$ cat config.mk
export PLATFORM = sky130hd
export DESIGN_NAME = aes_masked_req_ctrl
export DESIGN_NICKNAME = d
export VERILOG_FILES = /design/src/rtl/aes_masked_req_ctrl.sv
export SDC_FILE = /design/constraint.sdc
export NUM_CORES = 2
export LEC_CHECK = 0
export CAP_MARGIN = 10
export CORE_AREA = 2 2 591 593
export CTS_BUF_LIST = sky130_fd_sc_hd__clkbuf_16
export DETAILED_ROUTE_END_ITERATION = 12
export DIE_AREA = 0 0 593 595
export HOLD_SLACK_MARGIN = 0.05
export SYNTH_ARGS = -nofsm -noshare
export SYNTH_HDL_FRONTEND = slang
export SYNTH_SLANG_ARGS = --single-unit
$ cat constraint.sdc
create_clock -name clk -period 51.1 [get_ports clk]
set_input_delay 12.775 -clock clk [delete_from_list [all_inputs] [get_ports clk]]
set_output_delay 12.775 -clock clk [all_outputs]
set_load 0.005 [all_outputs]
$ cat src/rtl/aes_masked_req_ctrl.sv
// Request/response front end for aes_masked_core: latches a job, refreshes
// 384 bits of mask randomness from a Galois LFSR, runs the core handshake.
package aes_masked_req_pkg;
  typedef enum logic [1:0] {AES_128 = 2'd0, AES_192 = 2'd1, AES_256 = 2'd2} key_size_e;
endpackage

module aes_masked_req_ctrl
  import aes_masked_req_pkg::*;
#(
  parameter int unsigned TIMEOUT_CYCLES = 500,
  parameter logic [63:0] LFSR_SEED      = 64'hACE1_0F0F_1234_5678
) (
  input  logic          clk,
  input  logic          rst,
  input  logic          req_valid_i,
  output logic          req_ready_o,
  input  logic          req_enc_dec_i,
  input  key_size_e     req_key_size_i,
  input  logic [127:0]  req_pt_i,
  input  logic [255:0]  req_key_i,
  output logic          rsp_valid_o,
  input  logic          rsp_ready_i,
  output logic [127:0]  rsp_data_o,
  output logic          rsp_err_o,
  output logic [15:0]   rsp_cycles_o,
  input  logic          reseed_i,
  input  logic [63:0]   seed_i,
  output logic          core_start_o,
  output logic          core_enc_dec_o,
  output key_size_e     core_key_size_o,
  output logic [127:0]  core_pt_o,
  output logic [255:0]  core_key_o,
  output logic [127:0]  core_pt_rand_o,
  output logic [255:0]  core_key_rand_o,
  input  logic          core_busy_i,
  input  logic          core_done_i,
  input  logic          core_valid_i,
  input  logic [127:0]  core_ct_i
);
  // x^64 + x^63 + x^61 + x^60 + 1, right-shifting Galois form
  localparam logic [63:0] LFSR_MASK = 64'hD800_0000_0000_0000;
  localparam logic [15:0] TIMEOUT_W = 16'(TIMEOUT_CYCLES);

  typedef enum logic [2:0] {S_IDLE, S_GEN, S_START, S_WAIT, S_RESP} state_e;

  state_e       state_q, state_d;
  logic [63:0]  lfsr_q, lfsr_d, lfsr_next;
  logic [383:0] rand_q, rand_d;
  logic [2:0]   gen_cnt_q, gen_cnt_d;
  logic [15:0]  cnt_q, cnt_d, cnt_inc;
  logic         enc_q, enc_d;
  key_size_e    ks_q, ks_d;
  logic [127:0] pt_q, pt_d;
  logic [255:0] key_q, key_d;
  logic [127:0] rdata_q, rdata_d;
  logic         rerr_q, rerr_d;
  logic [15:0]  rcyc_q, rcyc_d;

  assign lfsr_next = lfsr_q[0] ? ((lfsr_q >> 1) ^ LFSR_MASK) : (lfsr_q >> 1);
  assign cnt_inc   = (cnt_q == 16'hFFFF) ? cnt_q : cnt_q + 16'd1;

  always_comb begin
    state_d      = state_q;
    lfsr_d       = lfsr_q;
    rand_d       = rand_q;
    gen_cnt_d    = gen_cnt_q;
    cnt_d        = cnt_q;
    enc_d        = enc_q;
    ks_d         = ks_q;
    pt_d         = pt_q;
    key_d        = key_q;
    rdata_d      = rdata_q;
    rerr_d       = rerr_q;
    rcyc_d       = rcyc_q;
    core_start_o = 1'b0;
    case (state_q)
      S_IDLE: begin
        // reseed lands before GEN, so a job accepted this cycle uses the new seed
        if (reseed_i) lfsr_d = (seed_i == 64'd0) ? LFSR_SEED : seed_i;
        if (req_valid_i) begin
          enc_d     = req_enc_dec_i;
          ks_d      = req_key_size_i;
          pt_d      = req_pt_i;
          key_d     = req_key_i;
          gen_cnt_d = 3'd0;
          state_d   = S_GEN;
        end
      end
      S_GEN: begin
        lfsr_d    = lfsr_next;
        rand_d    = {rand_q[319:0], lfsr_next};
        gen_cnt_d = gen_cnt_q + 3'd1;
        if (gen_cnt_q == 3'd5) state_d = S_START;
      end
      S_START: begin
        if (!core_busy_i) begin
          core_start_o = 1'b1;
          cnt_d        = 16'd0;
          state_d      = S_WAIT;
        end
      end
      S_WAIT: begin
        // cnt_inc counts this WAIT cycle, so done on the first one reports 1
        cnt_d = cnt_inc;
        if (core_done_i) begin
          rdata_d = core_valid_i ? core_ct_i : 128'd0;
          rerr_d  = !core_valid_i;
          rcyc_d  = cnt_inc;
          state_d = S_RESP;
        end else if (cnt_inc == TIMEOUT_W) begin
          rdata_d = 128'd0;
          rerr_d  = 1'b1;
          rcyc_d  = cnt_inc;
          state_d = S_RESP;
        end
      end
      S_RESP: begin
        if (rsp_ready_i) state_d = S_IDLE;
      end
      default: state_d = S_IDLE;
    endcase
  end

  always_ff @(posedge clk or posedge rst) begin
    if (rst) begin
      state_q   <= S_IDLE;
      lfsr_q    <= LFSR_SEED;
      rand_q    <= '0;
      gen_cnt_q <= '0;
      cnt_q     <= '0;
      enc_q     <= 1'b0;
      ks_q      <= AES_128;
      pt_q      <= '0;
      key_q     <= '0;
      rdata_q   <= '0;
      rerr_q    <= 1'b0;
      rcyc_q    <= '0;
    end else begin
      state_q   <= state_d;
      lfsr_q    <= lfsr_d;
      rand_q    <= rand_d;
      gen_cnt_q <= gen_cnt_d;
      cnt_q     <= cnt_d;
      enc_q     <= enc_d;
      ks_q      <= ks_d;
      pt_q      <= pt_d;
      key_q     <= key_d;
      rdata_q   <= rdata_d;
      rerr_q    <= rerr_d;
      rcyc_q    <= rcyc_d;
    end
  end

  assign req_ready_o     = (state_q == S_IDLE);
  assign rsp_valid_o     = (state_q == S_RESP);
  assign rsp_data_o      = rdata_q;
  assign rsp_err_o       = rerr_q;
  assign rsp_cycles_o    = rcyc_q;
  assign core_enc_dec_o  = enc_q;
  assign core_key_size_o = ks_q;
  assign core_pt_o       = pt_q;
  assign core_key_o      = key_q;
  assign core_pt_rand_o  = rand_q[383:256];
  assign core_key_rand_o = rand_q[255:0];
endmodule

---- Word-level counts from Yosys, hierarchy flattened ----
Cells that the tools add are included.
cells by class
  add/sub/neg operators ................... 2
  multipliers ............................. 0
  divide/modulo/power cells ............... 0
  magnitude comparators ................... 0
  eq/ne operators ......................... 13
  shift operators ......................... 0
  muxes and demuxes ....................... 25
  bitwise operators ....................... 1
  reductions and logical operators ........ 12
operators with widths
  cell                     number
  $mux W128                3
  $mux W64                 3
  $pmux W64 S2             1
  $logic_not A64 Y1        1
  $mux W16                 4
  $pmux W16 S2             1
  $mux W3                  7
  $add A16 B1 Y16 const B  1
  $eq A16 B16 Y1 const B   1
  $eq A16 B9 Y1 const B    1
  $pmux W3 S5              1
  $reduce_and A2 Y1        5
  $eq A3 B2 Y1 const B     2
  $eq A3 B3 Y1 const B     2
  $ne A2 B2 Y1 const B     3
  $pmux W3 S2              1
  $reduce_bool A2 Y1       3
  $reduce_and A5 Y1        1
  $mux W1                  4
  $ne A2 B1 Y1 const B     2
  $not A3 Y4               1
  $add A3 B1 Y3 const B    1
  $eq A3 B1 Y1 const B     1
  $logic_not A3 Y1         1
  2 further kinds          2
storage, ports and cells
  bits in registers ....................... 1002
  bits in latches ......................... 0
  memory bits (writable) .................. 0
  ROM bits ................................ 0
  word-level logic and storage cells ...... 65
  memories kept ........................... 0

---- Depth between registers and ports, before layout ----
  depth in word-level cells ............... 6
  mapped depth ............................ 11
  mapped depth without buffers ............ 7

---- Worst setup path after synthesis ----
OpenSTA, ideal clock, no wires.
  kind .................................... input-to-output
  start ................................... in core_busy_i
  end ..................................... out core_start_o
  arrival ................................. 13.138 ns
  path slack .............................. 25.187 ns
  cell stages on the path ................. 1
  cells stage by stage .................... nor4b_1
on the way
  word-level cells in the longest chain between the ends .. 2
RTL lines
  element          RTL line  text
  start, declared  35        input logic core_busy_i,
  $mux W1          96        if (!core_busy_i) begin
  $mux W1          76        case (state_q)
  end, declared    28        output logic core_start_o,
Every way passes these cells.

---- Final worst setup path ----
Ends and elaborated chain as after synthesis.

==> flow_summary_export.csv <==
group,metric,value,unit
run,drv_cap,0,
critical_path,criticalPathCategory,"primary input to output port",
detailed_routing,drc,0,
critical_path,arrival,14170,ps
floorplan,die_y,595,um
detailed_routing,routed_wl,311,mm
grt,antenna_found_initial,226,
floorplan,start_util,0.115,
critical_path,cp-start-kind,"primary input",
final_layout,final_net_count,5690,
synth,ys_ff_latch,1002,
critical_path,crit_top_cell,"clkdlybuf4s50_1",
critical_path,r2r_end,"rand_q[365]",
floorplan,die-area,353000,um2
clocking,htreeDepth,4,
grt,grt_pass1_wl,389,mm
synth,syn_nets,4227,
floorplan,fp.dieW,593,um
synth,synth.area.top_cells,"dfrtp_1 61%, nand2_1 12%, mux2_2 11%, a22oi_1 3.0%, o21ai_0 2.4%",
grt,grt.total_usage,0.170,
clocking,cts_buffer_depth,4,
synth,synth_top_area_share,0.610,
detailed_routing,postRouteAntennaNets,0,
final_layout,final_layout_size_suffix_gt1_frac,0.132,
floorplan,ioPinCount,1506,
synth,yosys.area.top_type,"dfrtp_1",
synth,ys_seq_area_frac,0.629,
placement,placed_area,60200,um2
critical_path,path_max_fanout,2,
power_and_ir_drop,peakVddDrop,32.8,uV
sta,fin_skew,40.7,ps
sta,tns,0,ps
floorplan,num_rows,217,
worst_hold_path,min_path_cells,2,
grt,overflow,0,
sta,max_freq,37.1,MHz
clocking,cts-resized-gates,0,
sta,rsz0062_at_grt,"false",
placement,portBuffers,1505,
critical_path,r2r_start,"state_q[0]",
critical_path,crit_buf_inv,2,
detailed_routing,vias_per_cell,3.58,
worst_hold_path,hold_class,"flop to flop",
placement,place_hpwl,263,mm
final_layout,mostFrequentLayoutCell,"clkdlybuf4s50_1",
clocking,clock_latency,840,ps
clocking,cts_setup_buffers,0,
worst_hold_path,min_to,"lfsr_q[13]",
placement,preCtsSetupSlack,24160,ps
synth,yosys_warnings,0,
critical_path,worstPathRequired,38330,ps
clocking,cts_buffers,142,
clocking,root_buffer,"clkbuf_16",
critical_path,r2r_cells,8,
synth,ys_types,65,
synth,synth_area,39900,um2
final_layout,mostFrequentLayoutCells,"1,503 x clkdlybuf4s50_1, 1,264 x nand2_1, 973 x dfrtp_1, 389 x mux2_2, 192 x o21ai_0",
sta,fin_ws,24160,ps
final_layout,area_growth,62.4,%
placement,gp_congestion,0.921,
detailed_routing,drt_iter0_markers,2995,
synth,synthArstFlopShare,1.00,
clocking,tritoncts,"built",
sta,worstMarginPinSlew,1170,ps
floorplan,core_area,347000,um2
worst_hold_path,worstHoldStart,"lfsr_q[13]",
sta,relSlewSlack,0.217,
clocking,cts.sinks,1002,
critical_path,critPathMaxStageDelay,590,ps
critical_path,r2r_slack,45710,ps
synth,synth_enable_flop_cells,0,
clocking,cts_hold_buffers,0,
sta,min_period,26940,ps
sta,hold_viol_final,0,
synth,synth_cells,3637,
power_and_ir_drop,p_per_area,68.4,nW/um2
critical_path,crit_slowest_cell,"clkdlybuf4s50_1",
final_layout,final_area,64800,um2
status,outcome,"finished clean",
power_and_ir_drop,power.leakage,27.0,nW
clocking,clk_pin_slew,50,ps
synth,avgSynthCellArea,11.0,um2
critical_path,end_kind,"output port",
sta,finalMaxSlewViolations,0,
synth,synthFlopType,"dfrtp_1",
grt,grt_pass1_vias,33900,
detailed_routing,drt-pass1-iter-count,6,
critical_path,cp_top_family,"buffers and inverters",
detailed_routing,vias,35300,
critical_path,worstPathCellList,"clkdlybuf4s50_1 -> nor4b_1 -> clkdlybuf4s50_1",
sta,finalCritPeriodShare,0.527,
grt,grt_max_degree,133,
sta,finalSetupViolations,0,
detailed_routing,post_drt_wl_per_cell,31.6,um
==> final cells by class <==
cell class,instances,area [um2]
multi-input combinational,2392,13800
inverter,5,26.3
timing repair buffer,1557,15500
clock inverter,100,855
fill,38300,282000
sequential,1002,25100
antenna,41,103
clock buffer,147,3680
tap,4599,5750
==> how the worst max path moves through the flow <==
stage | start | endpoint | cells after the start | slack, ps
after floorplan | rst | cnt_q[0] | 1 | 10180
after global placement | core_busy_i | core_start_o | 3 | 24150
after detailed placement | core_busy_i | core_start_o | 3 | 24160
after CTS | core_busy_i | core_start_o | 3 | 24140
after global routing | core_busy_i | core_start_o | 3 | 24070
final | core_busy_i | core_start_o | 3 | 24160
==> where the power goes <==
part / internal [mW] / total, mW / switching (mW)
combinational: 0.893 / 1.92 / 1.02
sequential: 1.16 / 1.52 / 0.364
clock: 0.583 / 0.997 / 0.414
==> worst register-to-register path: stages (launching register included) <==
cell and delay (ps):
dfrtp_1 480, or3b_4 570, buf_4 660, buf_4 700
buf_4 780, buf_4 940, buf_4 880, nand2_1 220
nand2_1 100
==> kinds of logic after synthesis <==
group           after synthesis  synth area share
compound gates              429            0.0683
xor+xnor                     12           0.00263
fa+ha+maj                     3          0.000940
buf+inv                     243            0.0253
flops                      1002             0.629
mux                         392             0.110
simple gates               1556             0.163
==> cells in the mapped netlist (all sizes together), types with 2 or more instances <==
cell type and instances:
o31ai 4, o21ai 201, or4 4, nand3 24, a21oi 19, inv 5
o211ai 3, nor4 25, a22o 2, nor2 27, a22oi 162, nor2b 14
a222oi 5, nor3b 3, nand4 14, and4 3, buf 57, and2 7
and3 5, and4b 2, or2 2, o41ai 2, mux2i 3, a221oi 8
nor4b 2, clkbuf 181, nor3 26, o31a 2, dfstp 29, xnor2 7
a31oi 9, a21o 3, mux2 389, ha 3, dfrtp 973, xor2 5
nand2b 130, nand2 1264
==> flip-flops by register name, indices dropped and copies added (netlist names) <==
| name | count |
|---|---|
| rand_q | 384 |
| rsp_cycles_o | 16 |
| cnt_q | 16 |
| core_pt_o | 128 |
| rsp_data_o | 128 |
| lfsr_q | 64 |
| core_key_o | 256 |
| core_key_size_o | 2 |
| core_enc_dec_o | 1 |
| rsp_err_o | 1 |
| gen_cnt_q | 3 |
| state_q | 3 |
==> stage by stage <==
| step | util | hold WS (ps) | total power [mW] | cells |
|---|---|---|---|---|
| after floorplan | - | 439 | 2.04 | 3637 |
| after global placement | 0.173 | 453 | 3.48 | 9555 |
| after detailed placement | 0.173 | 456 | 3.49 | 9555 |
| after CTS | 0.186 | 467 | 4.53 | 9802 |
| after global routing | 0.186 | 489 | 4.71 | 9812 |
| final | 0.187 | 466 | 4.44 | 9843 |
==> per-layer routing <==
layer / GRT usage / up-vias / share of wire
met3: 0.0591 / 665 / 0.094
met2: 0.283 / 1939 / 0.47
met1: 0.205 / 17400 / 0.40
met4: 0.0520 / 6 / 0.041
met5: 0 / - / 0.00011
li1: - / 15200 / -
Note: power is estimated with default switching activity, not from simulation.
